**config.mk**
```make
export PLATFORM = sky130hd
export DESIGN_NAME = alu_scheduler_flat
export DESIGN_NICKNAME = d
export VERILOG_FILES = /design/src/rtl/alu_scheduler_pkg.sv /design/src/rtl/alu_scheduler_if.sv /design/src/rtl/alu_scheduler_rr_arbiter2.sv /design/src/rtl/alu_scheduler.sv /design/src/flat_wrapper.sv
export SDC_FILE = /design/constraint.sdc
export NUM_CORES = 1
export LEC_CHECK = 0
export ABC_AREA = 1
export ABC_CLOCK_PERIOD_IN_PS = 5650
export CORE_MARGIN = 5
export CORE_UTILIZATION = 40
export DETAILED_ROUTE_END_ITERATION = 12
export PLACE_DENSITY = 0.8
export RECOVER_POWER = 50
export REMOVE_ABC_BUFFERS = 1
export SYNTH_ARGS = -nofsm -noshare
export SYNTH_HDL_FRONTEND = slang
export SYNTH_SLANG_ARGS = --single-unit
```
**constraint.sdc**
```tcl
create_clock -name clk -period 5.65 [get_ports clk]
set_input_delay 1.13 -clock clk [delete_from_list [all_inputs] [get_ports clk]]
set_output_delay 1.13 -clock clk [all_outputs]
set_load 0.05 [all_outputs]
```
**src/rtl/alu_scheduler_pkg.sv**
```systemverilog
// Shared opcode constants, FSM state encoding and SLT helper for the ALU scheduler.
package alu_scheduler_pkg;

    localparam int unsigned OP_W = 3;

    localparam logic [OP_W-1:0] OP_AND = 3'b000;
    localparam logic [OP_W-1:0] OP_OR  = 3'b001;
    localparam logic [OP_W-1:0] OP_ADD = 3'b010;
    localparam logic [OP_W-1:0] OP_SUB = 3'b110;
    localparam logic [OP_W-1:0] OP_SLT = 3'b111;

    typedef enum logic [1:0] {
        IDLE = 2'd0,
        EXEC = 2'd1,
        RESP = 2'd2
    } state_e;

    // Signed less-than from the sign bits of a subtraction a - b.
    function automatic logic slt_bit(input logic a_msb, input logic b_msb, input logic diff_msb);
        logic ovf;
        ovf = (a_msb != b_msb) && (diff_msb != a_msb);
        return diff_msb ^ ovf;
    endfunction

endpackage

```
**src/rtl/alu_scheduler_if.sv**
```systemverilog
// Requester, shared-ALU and response signals of the ALU scheduler.
interface alu_scheduler_if #(
    parameter int unsigned WIDTH = 32
);

    logic                                req0_valid;
    logic                                req0_ready;
    logic [alu_scheduler_pkg::OP_W-1:0]  req0_op;
    logic [WIDTH-1:0]                    req0_a;
    logic [WIDTH-1:0]                    req0_b;

    logic                                req1_valid;
    logic                                req1_ready;
    logic [alu_scheduler_pkg::OP_W-1:0]  req1_op;
    logic [WIDTH-1:0]                    req1_a;
    logic [WIDTH-1:0]                    req1_b;

    logic [alu_scheduler_pkg::OP_W-1:0]  alu_op;
    logic [WIDTH-1:0]                    alu_a;
    logic [WIDTH-1:0]                    alu_b;
    logic [WIDTH-1:0]                    alu_result;
    logic                                alu_carry;

    logic                                resp_valid;
    logic                                resp_ready;
    logic                                resp_id;
    logic [WIDTH-1:0]                    resp_data;
    logic                                resp_carry;

    // Scheduler side.
    modport slave (
        input  req0_valid, req0_op, req0_a, req0_b,
        input  req1_valid, req1_op, req1_a, req1_b,
        input  alu_result, alu_carry, resp_ready,
        output req0_ready, req1_ready,
        output alu_op, alu_a, alu_b,
        output resp_valid, resp_id, resp_data, resp_carry
    );

    // Environment side: requesters, ALU and response consumer.
    modport master (
        output req0_valid, req0_op, req0_a, req0_b,
        output req1_valid, req1_op, req1_a, req1_b,
        output alu_result, alu_carry, resp_ready,
        input  req0_ready, req1_ready,
        input  alu_op, alu_a, alu_b,
        input  resp_valid, resp_id, resp_data, resp_carry
    );

endinterface

```
**src/rtl/alu_scheduler_rr_arbiter2.sv**
```systemverilog
// Two-way round-robin arbiter: one-hot grant, tie goes to the requester not granted last.
module rr_arbiter2 (
    input  logic       valid0,
    input  logic       valid1,
    input  logic       last_grant,
    output logic [1:0] grant_c
);

    // Grant selection from current valids and last-grant pointer.
    always_comb begin
        grant_c = 2'b00;
        if (valid0 && valid1) begin
            grant_c = last_grant ? 2'b01 : 2'b10;
        end else if (valid0) begin
            grant_c = 2'b01;
        end else if (valid1) begin
            grant_c = 2'b10;
        end
    end

endmodule

```
**src/rtl/alu_scheduler.sv**
```systemverilog
// Schedules two requesters onto one external ALU: IDLE (arbitrate) -> EXEC -> RESP.
module alu_scheduler
    import alu_scheduler_pkg::*;
#(
    parameter int unsigned WIDTH = 32
) (
    input  logic               clk,
    input  logic               rst,
    alu_scheduler_if.slave     bus
);

    state_e            state_q;
    state_e            state_d;

    logic              last_grant_q;
    logic [1:0]        grant_c;
    logic              ready0_c;
    logic              ready1_c;
    logic              accept_c;

    logic [OP_W-1:0]   sel_op_c;
    logic [WIDTH-1:0]  sel_a_c;
    logic [WIDTH-1:0]  sel_b_c;

    logic [OP_W-1:0]   alu_op_q;
    logic [WIDTH-1:0]  alu_a_q;
    logic [WIDTH-1:0]  alu_b_q;
    logic              is_slt_q;
    logic              id_q;

    logic              resp_id_q;
    logic [WIDTH-1:0]  resp_data_q;
    logic              resp_carry_q;
    logic [WIDTH-1:0]  result_c;

    rr_arbiter2 u_arb (
        .valid0     (bus.req0_valid),
        .valid1     (bus.req1_valid),
        .last_grant (last_grant_q),
        .grant_c    (grant_c)
    );

    // State register.
    always_ff @(posedge clk or posedge rst) begin
        if (rst) begin
            state_q <= IDLE;
        end else begin
            state_q <= state_d;
        end
    end

    // Next state and request handshake; readys are held low while reset is asserted.
    always_comb begin
        state_d  = state_q;
        ready0_c = 1'b0;
        ready1_c = 1'b0;
        accept_c = 1'b0;
        case (state_q)
            IDLE: begin
                ready0_c = grant_c[0] && !rst;
                ready1_c = grant_c[1] && !rst;
                accept_c = ready0_c || ready1_c;
                if (accept_c) begin
                    state_d = EXEC;
                end
            end
            EXEC: begin
                state_d = RESP;
            end
            RESP: begin
                if (bus.resp_ready) begin
                    state_d = IDLE;
                end
            end
            default: begin
                state_d = IDLE;
            end
        endcase
    end

    // Operand mux for the granted requester.
    always_comb begin
        sel_op_c = bus.req0_op;
        sel_a_c  = bus.req0_a;
        sel_b_c  = bus.req0_b;
        if (grant_c[1]) begin
            sel_op_c = bus.req1_op;
            sel_a_c  = bus.req1_a;
            sel_b_c  = bus.req1_b;
        end
    end

    // Capture the accepted request; SLT is executed on the ALU as a subtraction.
    always_ff @(posedge clk or posedge rst) begin
        if (rst) begin
            alu_op_q     <= OP_AND;
            alu_a_q      <= '0;
            alu_b_q      <= '0;
            is_slt_q     <= 1'b0;
            id_q         <= 1'b0;
            last_grant_q <= 1'b1;
        end else if (accept_c) begin
            alu_op_q     <= (sel_op_c == OP_SLT) ? OP_SUB : sel_op_c;
            alu_a_q      <= sel_a_c;
            alu_b_q      <= sel_b_c;
            is_slt_q     <= (sel_op_c == OP_SLT);
            id_q         <= ready1_c;
            last_grant_q <= ready1_c;
        end
    end

    // Result selection: SLT reduces the difference to a single signed-compare bit.
    always_comb begin
        result_c = bus.alu_result;
        if (is_slt_q) begin
            result_c = WIDTH'(slt_bit(alu_a_q[WIDTH-1], alu_b_q[WIDTH-1], bus.alu_result[WIDTH-1]));
        end
    end

    // Capture the response at the end of EXEC; held unchanged through RESP.
    always_ff @(posedge clk or posedge rst) begin
        if (rst) begin
            resp_id_q    <= 1'b0;
            resp_data_q  <= '0;
            resp_carry_q <= 1'b0;
        end else if (state_q == EXEC) begin
            resp_id_q    <= id_q;
            resp_data_q  <= result_c;
            resp_carry_q <= bus.alu_carry;
        end
    end

    assign bus.req0_ready = ready0_c;
    assign bus.req1_ready = ready1_c;
    assign bus.alu_op     = alu_op_q;
    assign bus.alu_a      = alu_a_q;
    assign bus.alu_b      = alu_b_q;
    assign bus.resp_valid = (state_q == RESP);
    assign bus.resp_id    = resp_id_q;
    assign bus.resp_data  = resp_data_q;
    assign bus.resp_carry = resp_carry_q;

endmodule
```
**src/flat_wrapper.sv**
```systemverilog
// flat-port wrapper written by rule: the top's interface ports become plain ports
module alu_scheduler_flat import alu_scheduler_pkg::*;
#(
    parameter int unsigned WIDTH = 32
)
  (clk, rst, bus_req0_valid, bus_req0_op, bus_req0_a, bus_req0_b, bus_req1_valid, bus_req1_op, bus_req1_a, bus_req1_b, bus_alu_result, bus_alu_carry, bus_resp_ready, bus_req0_ready, bus_req1_ready, bus_alu_op, bus_alu_a, bus_alu_b, bus_resp_valid, bus_resp_id, bus_resp_data, bus_resp_carry);
  alu_scheduler_if #(.WIDTH(WIDTH)) bus_i ();
  input  logic clk;
  input  logic rst;
  input wire logic [$bits(bus_i.req0_valid)-1:0] bus_req0_valid;
  input wire logic [$bits(bus_i.req0_op)-1:0] bus_req0_op;
  input wire logic [$bits(bus_i.req0_a)-1:0] bus_req0_a;
  input wire logic [$bits(bus_i.req0_b)-1:0] bus_req0_b;
  input wire logic [$bits(bus_i.req1_valid)-1:0] bus_req1_valid;
  input wire logic [$bits(bus_i.req1_op)-1:0] bus_req1_op;
  input wire logic [$bits(bus_i.req1_a)-1:0] bus_req1_a;
  input wire logic [$bits(bus_i.req1_b)-1:0] bus_req1_b;
  input wire logic [$bits(bus_i.alu_result)-1:0] bus_alu_result;
  input wire logic [$bits(bus_i.alu_carry)-1:0] bus_alu_carry;
  input wire logic [$bits(bus_i.resp_ready)-1:0] bus_resp_ready;
  output wire logic [$bits(bus_i.req0_ready)-1:0] bus_req0_ready;
  output wire logic [$bits(bus_i.req1_ready)-1:0] bus_req1_ready;
  output wire logic [$bits(bus_i.alu_op)-1:0] bus_alu_op;
  output wire logic [$bits(bus_i.alu_a)-1:0] bus_alu_a;
  output wire logic [$bits(bus_i.alu_b)-1:0] bus_alu_b;
  output wire logic [$bits(bus_i.resp_valid)-1:0] bus_resp_valid;
  output wire logic [$bits(bus_i.resp_id)-1:0] bus_resp_id;
  output wire logic [$bits(bus_i.resp_data)-1:0] bus_resp_data;
  output wire logic [$bits(bus_i.resp_carry)-1:0] bus_resp_carry;
  assign bus_i.req0_valid = bus_req0_valid;
  assign bus_i.req0_op = bus_req0_op;
  assign bus_i.req0_a = bus_req0_a;
  assign bus_i.req0_b = bus_req0_b;
  assign bus_i.req1_valid = bus_req1_valid;
  assign bus_i.req1_op = bus_req1_op;
  assign bus_i.req1_a = bus_req1_a;
  assign bus_i.req1_b = bus_req1_b;
  assign bus_i.alu_result = bus_alu_result;
  assign bus_i.alu_carry = bus_alu_carry;
  assign bus_i.resp_ready = bus_resp_ready;
  assign bus_req0_ready = bus_i.req0_ready;
  assign bus_req1_ready = bus_i.req1_ready;
  assign bus_alu_op = bus_i.alu_op;
  assign bus_alu_a = bus_i.alu_a;
  assign bus_alu_b = bus_i.alu_b;
  assign bus_resp_valid = bus_i.resp_valid;
  assign bus_resp_id = bus_i.resp_id;
  assign bus_resp_data = bus_i.resp_data;
  assign bus_resp_carry = bus_i.resp_carry;
  alu_scheduler #(.WIDTH(WIDTH)) u_core (.clk(clk), .rst(rst), .bus(bus_i));
endmodule
```
# == Word level (Yosys, flattened, before mapping) ==
# Cells that the tools add are included.
# word_totals
register_bits,106
in_bits,172
output_inout_bits,104
wordCells,41
# classes
n_eq_ne,7
muxes,15
bitwise,1
reduce_logical,8
# op_table
operator,n
2-to-1 mux 32 bit,3
2-to-1 mux 2 bit,6
2-to-1 mux 3 bit,2
one-hot mux 2 bit (3 select lines),1
logical AND 1 bit,4
equality test 3 bit (second input constant),1
2-to-1 mux 1 bit,3
equality test 2 x 1 -> 1 bit (second input constant),1
equality test 2 bit (second input constant),1
zero test 2 bit,1
inequality test 1 bit,2
inequality test 2 x 1 -> 1 bit (second input constant),1
inequality test 2 bit (second input constant),1
AND reduction 2 bit,1
zero test 1 bit,1
logical OR 1 bit,1
bitwise XOR 1 bit,1

# == Depth between registers and ports, before layout ==
# logic_depth
depth_word,7
depth_mapped,9

# == Hierarchy ==
# A second synthesis with hierarchy kept.
# hier_totals
hier_cells,691
hier_area_um2,4967.3
# by_module_without_submodules
mod,instances,cells_each,area_per_inst_um2,seq_area_each_um2
alu_scheduler,1,686,4946.0,2653.8
rr_arbiter2,1,5,21.3,0.0

# == Worst setup path before layout ==
# No wires, ideal clock.
# synth_timing
kind,input-to-reg
startpoint,in rst
endpoint,"reg u_core.alu_b_q[31], in the netlist u_core.bus.alu_b[31]"
setup_ns,0.066
arrival_time_ns,4.075
required_ns,5.584
slack_ns,1.509
cell_stages,9
path_buffers,2
cell_sequence,inv_1 -> o21ai_2 -> inv_2 -> nand2_4 -> inv_2 -> buf_6 -> buf_6 -> nand2_1 -> nand2_1
# synth_via
elab_chain_len,4
word_cells_on_any_way,5
classes_between,mux: 1; reduce/logical: 4
# synth_lines
item,line,source
start: declaration,flat_wrapper.sv:9,input logic rst;
zero test 1 bit (no source line) (*),-,
"logical AND 1 bit, on equally long branches","alu_scheduler.sv:60, alu_scheduler.sv:61",
logical OR 1 bit (*),alu_scheduler.sv:62,accept_c = ready0_c || ready1_c;
2-to-1 mux 1 bit (*),alu_scheduler.sv:58,case (state_q)
end signal: assignment,alu_scheduler.sv:105,alu_b_q <= sel_b_c;
end: declaration,alu_scheduler.sv:27,logic [WIDTH-1:0] alu_b_q;
# Mark *: on every way between the ends. The rest lies on a longest branch, timed or not.
# A chain may end at the register's enable or synchronous reset.

# == Worst setup path in the final report ==
# layout_timing
startpoint,in rst
endpoint,out bus_req1_ready
# layout_via
elab_chain_len,3
# layout_lines
item,line,source
zero test 1 bit (no source line),-,
logical AND 1 bit,alu_scheduler.sv:61,ready1_c = grant_c[1] && !rst;
2-to-1 mux 1 bit,alu_scheduler.sv:58,
end: declaration,flat_wrapper.sv:22,output wire logic [$bits(bus_i.req1_ready)-1:0] bus_req1_ready;
# Every way passes these cells.

==> metrics.csv <==
metric,value,unit
Yosys reg bits,106,
GRT Util Overall,0.211,
crit path launch type,input port,
Final Cell Area,0.00815,mm2
CTS tree,built,
WS Path Type,input port to output port,
CTS Hold Bufs,0,
Layout area overhead,60.1,%
CP cell instances,dlygate4sd3_1 > nor2_1 > nand3_1 > inv_1 > clkdlybuf4s50_1,
Worst VDD drop,0.211,mV
DRT iter0 DRCs,254,
Leakage,4.17,nW
Placed Instances,1105,
average size of a mapped cell,7.31,um2
grt ovf,0,
worst hold stages,2,
root buffer cell,clkbuf_16,
"Core Util, Final",0.649,
Die Wd,123,um
WL final,16300,um
ANT nets after route,0,
Netlist Area Pre-Place,0.00509,mm2
Tcrit/Tclk final,0.718,
share of the synthesized area in the top cell type,0.516,
largest net degree at the start of global routing,72,
postcts setup bufs,0,
antenna violations before repair,1,
later-pin clock latency in the skew report,0.33,ns
CTS resizes,0,
drt wl/cell,14.5,um
RSZ-0062 raised after global routing,false,
DP Worst Slack,1.73,ns
Slew Limit Headroom,-0.112,
Max Cap Viol,2,
Die Height,123,um
final hold viol count,0,
worst r2r dst,u_core.bus.resp_data[15],
most frequent cells in the layout,"405 x nand2_1, 200 x clkdlybuf4s50_1, 105 x dfrtp_1",
count of different cell masters after synthesis,19,
router iterations before antenna repair,5,
IO buf count,275,
Fin Hold WS,0.472,ns
Post-Layout Cell Count,1122,
Clock Skew,0.00674,ns
"commonest non-fill, non-tap cell in the layout",nand2_1,
Synth area leaders,"dfrtp_1 52%, nand2_1 30%, nand3_1 6.7%",
GP Congestion,0.771,
clk slew on worst S/H paths,0.06,ns
DRC violations left,0,
Fillers,1068,
Critical-path top delay cell,clkdlybuf4s50_1,
vias,5301,
worst-case clock buffer depth,2,
Post-DP HPWL,11900,um
max incr delay on CP,0.81,ns
actual slew at the worst max-slew pin,1.67,ns
Cell Pwr Density,536,mW/mm2
register area,0.00265,mm2
reg2reg start,u_core.state_q[0],
final worst slack,1.59,ns
R2R cell count,3,
via/cell ratio,4.72,
endpoint of the worst hold-timing path,u_core.bus.alu_b[13],
outcome,"complete, but fails checks",
hold path start,u_core.bus.alu_b[13],
layout cell share with drive strength beyond 1,0.0306,
clk sink count,106,
fin crit period,4.06,ns
# H-tree levels,3,
Worst R2R Setup Slack,3.04,ns
Nets,1116,
vias in the first global route,5081,
YS warnings,0,
Starting Density,0.405,
CTS buffer count,9,
final setup fails,0,
total power,4.37,mW
largest fanout on the critical path,3,
placed cell area,0.00788,mm2
Final Max Tran Viols,110,
CP arrival,2.93,ns
I/O pin total,276,
worst hold path type,flip-flop to flip-flop,
total negative setup slack,0,ns
largest area contributor in the netlist,dfrtp_1,
critical path buffer and inverter count,3,
core area,0.0126,mm2
Worst Path Required,4.52,ns
violated checks,"max-capacitance violations, max-slew violations",
f_max,246,MHz
"Seq/Total Area, Yosys",0.521,
cell count after synthesis,697,
multi-input logic area,0.00215,mm2
Top delay family on crit path,buffers and inverters,
Die Footprint,0.0151,mm2
Rows,41,
CP Capture Type,output port,
first-pass GRT wire length,25000,um
[power breakdown]
part	switching (mW)	internal, mW
Sequential	0.170	1.09
Clock	0.268	0.312
Combinational	1.78	0.755
[final cells by class]
class,instances,area share
clock buffer,12,0.0302
inverter,17,0.00813
timing repair buffer,282,0.343
multi-input combinational,528,0.263
sequential,106,0.325
clock inverter,4,0.00338
tap,172,0.0264
antenna,1,0.000307
[registers in the layout, summed over array words and instances (netlist names)]
signal,flops
u_core.bus.alu_a,32
u_core.bus.alu_b,32
u_core.bus.resp_data,32
u_core.bus.alu_op,3
u_core.state_q,2
u_core.bus.resp_carry,1
u_core.bus.resp_id,1
u_core.id_q,1
u_core.is_slt_q,1
u_core.last_grant_q,1
[Yosys cell counts (all sizes together)]
| master | number |
|---|---|
| nand3b | 2 |
| buf | 31 |
| clkbuf | 15 |
| nand3 | 68 |
| dfrtp | 105 |
| dfstp | 1 |
| o21ai | 39 |
| inv | 17 |
| a21oi | 4 |
| nor2 | 6 |
| o31ai | 1 |
| nand2 | 408 |
[cell families (layout without fill, tap and decap cells)]
kind of cell	Yosys count	in the layout	synth area share
buf+inv	63	315	0.0570
simple gates	484	484	0.377
other cells	0	1	0
flops	106	106	0.521
compound gates	44	44	0.0445
[how the worst max path moves through the flow]
stage | from | endpoint | slack [ns] | depth (start not counted)
floorplan | rst | u_core.bus.alu_a[31] | 0.82 | 6
global placement | rst | bus_req0_ready | 1.75 | 5
detailed placement | rst | bus_req1_ready | 1.73 | 5
CTS | rst | bus_req1_ready | 1.71 | 5
global route | rst | bus_req1_ready | 1.51 | 5
finish | rst | bus_req1_ready | 1.59 | 5
[worst register-to-register path: stages, from the launching register on]
cell and delay [ns]:
dfrtp_1 0.39, nand2_1 0.44, clkbuf_1 1.27, o21ai_0 0.32
[routing by layer]
layer,vias to the layer above,wire length (um),global-route usage
li1,2670,-,-
met1,2386,6280,0.245
met2,220,7600,0.352
met3,25,2070,0.0843
met4,0,364,0.0742
met5,-,0,0
Power figures use the tool's default switching activity.
==> patch 1, RTL diff (same flow settings) <==
Set the package constant `OP_W` to 5 (it was 3).
--- a/src/rtl/alu_scheduler_pkg.sv
+++ b/src/rtl/alu_scheduler_pkg.sv
@@ -3,3 +3,3 @@
 
-    localparam int unsigned OP_W = 3;
+    localparam int unsigned OP_W = 5;
 
Ports: changed (resized bus_alu_op, bus_req0_op and bus_req1_op); port bits go from 276 to 282. The function was not compared with the original's and may differ.
==> patch 1 against the unedited design <==
The run still ends with max-capacitance violations, max-slew violations left. Critical endpoint is now bus_req0_ready. Worst setup slack got worse by 0.48 ns. Total power rose by 9.7%. Final area is 2.6% lower. Worst hold slack improved by 0.011 ns. Sequential cell count increased by 2. Synthesized cell count shrank 18%. Wire length increased by 0.42%. Synthesized area is 5.4% lower.
==> patch 1: results (changes against the unedited design) <==
slew_headroom_pct: -22.2  # -11 points
grtUsageMet2_pct: 37.2  # +2.0 points
dp_hpwl_um: 12200  # +2.4%
cp.arrival_ns: 3.41  # +0.48 ns
grt_util_met3_pct: 7.63  # -0.80 points
crit_path_max_fanout: 35  # +32
p_leak_nw: 3.44  # -18%
placed_area_um2: 7640  # -3.1%
clkLatencyLatePin_ns: 0.34
gp_congestion: 0.793  # +2.9%
portBuffers: 281  # +2.2%
via_per_inst: 5.16  # +9.2%
grt_pass1_vias: 4858  # -4.4%
ir_drop_v: 0.000260  # +23%
root_buffer: "clkbuf_16"
skew_ns: 0.00754  # +0.000795 ns
grt_first_pass_wirelength_um: 25900  # +3.6%
htreeDepth: 3  # unchanged
antennaDiodeCount: 0  # -1
ys_top_cells_by_count: "nand2_1 (156), dfrtp_1 (107), nor2_1 (73)"
drive_above_1_share_pct: 3.49  # +0.44 points
grt_usage_pct: 22.5  # +1.4 points
dr.pass1.iters: 5  # unchanged
cts_buffers: 9  # unchanged
ctsResizeCount: 0  # unchanged
nFillCells: 962  # -9.9%
async_flop_share_pct: 100  # unchanged
antenna_found_initial: 0  # -1
violations: "max-capacitance violations, max-slew violations"
use_met1_pct: 27.7  # +3.2 points
synth_area_leaders: "dfrtp_1 (56%), nand2_1 (12%), a31oi_1 (8.6%)"
ys_types: 18  # -1
slew_violations: 145  # +32%
synth_ff_type: "dfrtp_1"
synth.yosys.seq_area_share_pct: 56.1  # +4.0 points
grt_max_degree: 85  # +18%
finalWirelength_um: 16400  # +0.42%
clock_path_buffers: 2  # unchanged
status: "finished with violations"
drtIter0Drc: 340  # +34%
drv_cap: 2  # unchanged
nNetsFinal: 1001  # -10%
patch 1: changes by cell type after synthesis, sizes merged, moves of 2 or more:
cell and change:
nand3b -2, nand2 -251, a31oi +66, dfrtp +2
clkbuf +7, inv -6, buf -7, nor2 +67
patch 1: kinds of logic after synthesis:
kind of cell | Yosys count | share of synthesized area, %
and+or+nand+nor | 300 | 25.3
AOI/OAI and AO/OA | 108 | 13.2
buffers and inverters | 57 | 5.35
DFF | 108 | 56.1
patch 1: layer usage:
| metal | share of wire [%] | wire length [um] | vias up |
|---|---|---|---|
| met3 | 9.6 | 1580 | 28 |
| met5 | 0 | 0 | - |
| li1 | - | - | 2432 |
| met2 | 48 | 7910 | 252 |
| met4 | 2.4 | 400 | 0 |
| met1 | 40 | 6500 | 2327 |
patch 1: power by group:
part / total, mW / switching, mW / leakage (nW) / internal (mW)
Combinational: 2.82 / 1.98 / 2.05 / 0.838
Clock: 0.640 / 0.282 / 0.146 / 0.358
Sequential: 1.34 / 0.192 / 1.25 / 1.15
Total: 4.80 / 2.45 / 3.44 / 2.35
patch 1: path summary, 6_finish.rpt:
kind | from | to | slack, ns | depth (start not counted)
min | u_core.bus.resp_data[3]$_DFFE_PP0N_ | u_core.bus.resp_data[3]$_DFFE_PP0N_ | 0.48 | 2
max | rst | bus_req0_ready | 1.11 | 5
max reg2reg | u_core.state_q[1]$_DFFE_PP0P_ | u_core.bus.resp_data[7]$_DFFE_PP0N_ | 3.38 | 3
min reg2reg | u_core.bus.resp_data[3]$_DFFE_PP0N_ | u_core.bus.resp_data[3]$_DFFE_PP0N_ | 0.48 | 2
min in group asynchronous | rst | u_core.bus.alu_b[16]$_DFFE_PP0P_ | 1.28 | 2
max in group asynchronous | rst | u_core.bus.resp_data[31]$_DFFE_PP0N_ | 2.26 | 3
patch 1: worst max-delay path, cell delays in order:
cell	delay, ns
dlygate4sd3_1	0.57
inv_4	0.35
nand2_1	0.22
nor2_1	0.25
clkdlybuf4s50_1	0.88
patch 1: area by class of cell:
class | instances | share of cell area (%)
Clock buffer | 11 | 3.06
Clock inverter | 5 | 0.757
Inverter | 11 | 0.552
Multi-Input combinational cell | 408 | 23.4
Sequential cell | 108 | 34.1
Tap cell | 147 | 2.32
Timing Repair Buffer | 287 | 35.9
patch 1: stage by stage:
step / setup WS (ns) / power, mW / setup TNS, ns / cells / util, %
final: 1.11 / 4.80 / 0 / 977 / 66.6
after global routing: 0.921 / 5.05 / 0 / 977 / 66.6
after CTS: 1.18 / 4.96 / 0 / 977 / 66.7
after detailed placement: 1.24 / 4.31 / 0 / 961 / 64.1
after global placement: 1.25 / 4.25 / 0 / 961 / 64.1
after floorplan: -0.395 / 3.20 / -21.93 / 527 / -
==> patch 2, RTL diff (same flow settings) <==
Made on the original files. Reset style: synchronous (`rst`), changed in 3 clocked blocks.
--- a/src/rtl/alu_scheduler.sv
+++ b/src/rtl/alu_scheduler.sv
@@ -43,3 +43,3 @@
     // State register.
-    always_ff @(posedge clk or posedge rst) begin
+    always_ff @(posedge clk) begin
         if (rst) begin
@@ -93,3 +93,3 @@
     // Capture the accepted request; SLT is executed on the ALU as a subtraction.
-    always_ff @(posedge clk or posedge rst) begin
+    always_ff @(posedge clk) begin
         if (rst) begin
@@ -120,3 +120,3 @@
     // Capture the response at the end of EXEC; held unchanged through RESP.
-    always_ff @(posedge clk or posedge rst) begin
+    always_ff @(posedge clk) begin
         if (rst) begin
Function: differs if rst is asserted again (counterexample within 4 cycles, from zero or initial values and one cycle with rst high); with rst held inactive, the same outputs for 10 cycles.
==> patch 2 against the unedited design <==
Synthesized area decreased by 6.5%. Final area fell by 5.1%. Worst setup slack got worse by 0.32 ns. Via count rose by 2.0%. Wire length grew 4.0%. Sequential cell count unchanged. Critical path type unchanged. Largest cell class unchanged.
Power is not compared: it rests on default switching activity, and its combinational part moved more than twofold at a synthesized area within 25%.
==> patch 2: results (changes against the unedited design) <==
regArea_um2: 2120  # -20%
ys_types: 21  # +2
async_flop_share_pct: 0  # -100 points
grt_usage_pct: 22.7  # +1.7 points
skew_ns: 0.00954  # +0.00280 ns
via_per_inst: 4.96  # +5.0%
drtIter0Drc: 417  # +64%
synth_area_leaders: "dfxtp_1 (45%), nand2_1 (14%), nor2_1 (11%)"
placed_area_um2: 7440  # -5.6%
critPathTopFamily: "buffers and inverters"
grt_max_degree: 70  # -2.8%
cp.arrival_ns: 3.25  # +0.32 ns
clock_path_buffers: 2  # unchanged
drive_above_1_share_pct: 3.28  # +0.22 points
crit_path_start: "rst"
synth_compound_area_share_pct: 11.6  # +7.1 points
grt_first_pass_wirelength_um: 25900  # +3.7%
cts_hold_buf: 0  # unchanged
slowest_stage: "dlygate4sd3_1"
cpPeakStageDelay_ns: 0.60  # -0.21 ns
synth_ff_type: "dfxtp_1"
gp_congestion: 0.851  # +10%
pwr-share-clk_pct: 27.4
timing.rr.end: "u_core.bus.alu_a[27]$_SDFFE_PP0P_"
clk_pin_slew_ns: 0.07
pre_cts_slack_ns: 1.64  # -0.0827 ns
synth_mux_area_share_pct: 0  # unchanged
clkLatencyLatePin_ns: 0.33  # about the same
reg2reg_depth: 7  # +4
placedCellCount: 1073  # -2.9%
finalWirelength_um: 17000  # +4.0%
final_cells: 1090  # -2.9%
ctsResizeCount: 0  # unchanged
portBuffers: 275  # unchanged
slew_headroom_pct: 25.1  # +36 points
final.min_clock_period_ns: 4.38  # +0.320 ns
antenna_found_initial: 0  # -1
dp_hpwl_um: 12300  # +2.9%
grt_pass1_vias: 4979  # -2.0%
yosys_warnings: 0  # unchanged
synth.yosys.seq_area_share_pct: 44.6  # -7.5 points
ir_drop_v: 0.000225
rrSetupSlack_ns: 3.17  # +0.13 ns
cts_buffers: 9  # unchanged
synthXorXnorAreaFrac_pct: 0  # unchanged
synth_adder_area_share_pct: 0  # unchanged
status: "finished, final reports clean"
crit_path_max_fanout: 34  # +31
ys_top_cells_by_count: "nand2_1 (175), nor2_1 (138), dfxtp_1 (106)"
hold_start: "u_core.bus.resp_data[24]$_SDFFE_PP0N_"
avgSynthCellArea_um2: 6.74  # -7.7%
cts_setup_buffers: 0  # unchanged
holdCritPathClass: "flip-flop to flip-flop"
r2r-start: "u_core.last_grant_q$_SDFFE_PP1P_"
p_leak_nw: 3.38
nFillCells: 1018  # -4.7%
-- patch 2: changes by cell type in the layout (fill, tap and decap cells not counted), moves of 5 or more --
| cell | before | now |
|---|---|---|
| o21ai_0 | 38 | 67 |
| nor2_1 | 6 | 138 |
| dfrtp_1 | 105 | 0 |
| dlygate4sd3_1 | 74 | 69 |
| dfxtp_1 | 0 | 106 |
| nand3_1 | 68 | 102 |
| nand2_1 | 405 | 175 |
| a21oi_1 | 4 | 36 |
-- patch 2: cells by family (layout without fill, tap and decap cells) --
kind of cell | count (synthesis) | count (layout)
buffers and inverters | 68 | 308
AOI/OAI and AO/OA | 109 | 109
and+or+nand+nor | 423 | 423
DFF | 106 | 106
other | 0 | 1
-- patch 2: area by class of cell --
cell class	instances	share of cell area (%)
multi-input combinational	532	29.7
clock inverter	4	0.647
tap	143	2.31
clock buffer	12	3.32
antenna	1	0.0323
timing repair buffer	281	36.1
inverter	11	0.534
sequential	106	27.4
-- patch 2: worst min-delay path, cell delays in order (launching register included) --
cell and delay, ns:
dfxtp_1 0.31, nand2_1 0.06, a21oi_1 0.05
-- patch 2: worst min-delay path by stage --
stage	slack [ns]	endpoint	cells after the start
after CTS	0.47	u_core.bus.resp_data[28]$_SDFFE_PP0N_	2
after floorplan	0.45	u_core.id_q$_SDFFE_PP0P_	2
final	0.46	u_core.bus.resp_data[24]$_SDFFE_PP0N_	2
after global placement	0.45	u_core.bus.resp_data[22]$_SDFFE_PP0N_	2
after global routing	0.48	u_core.bus.resp_data[28]$_SDFFE_PP0N_	2
after detailed placement	0.46	u_core.bus.resp_data[28]$_SDFFE_PP0N_	2
-- patch 2: power by group through the flow --
stage	clock (mW)	sequential, mW	combinational [mW]
final	0.636	0.867	0.818
after global routing	0.683	0.877	0.875
after CTS	0.652	0.869	0.844
after detailed placement	0	0.886	0.841
after global placement	0	0.882	0.840
after floorplan	0	1.15	0.214
-- patch 2: routing by layer --
metal | vias to the layer above | share of wire, % | global-route usage (%)
met5 | - | 0 | 0
met4 | 0 | 1.5 | 6.15
met3 | 16 | 11 | 8.58
met2 | 228 | 48 | 39.9
met1 | 2407 | 39 | 26.0
li1 | 2755 | - | -
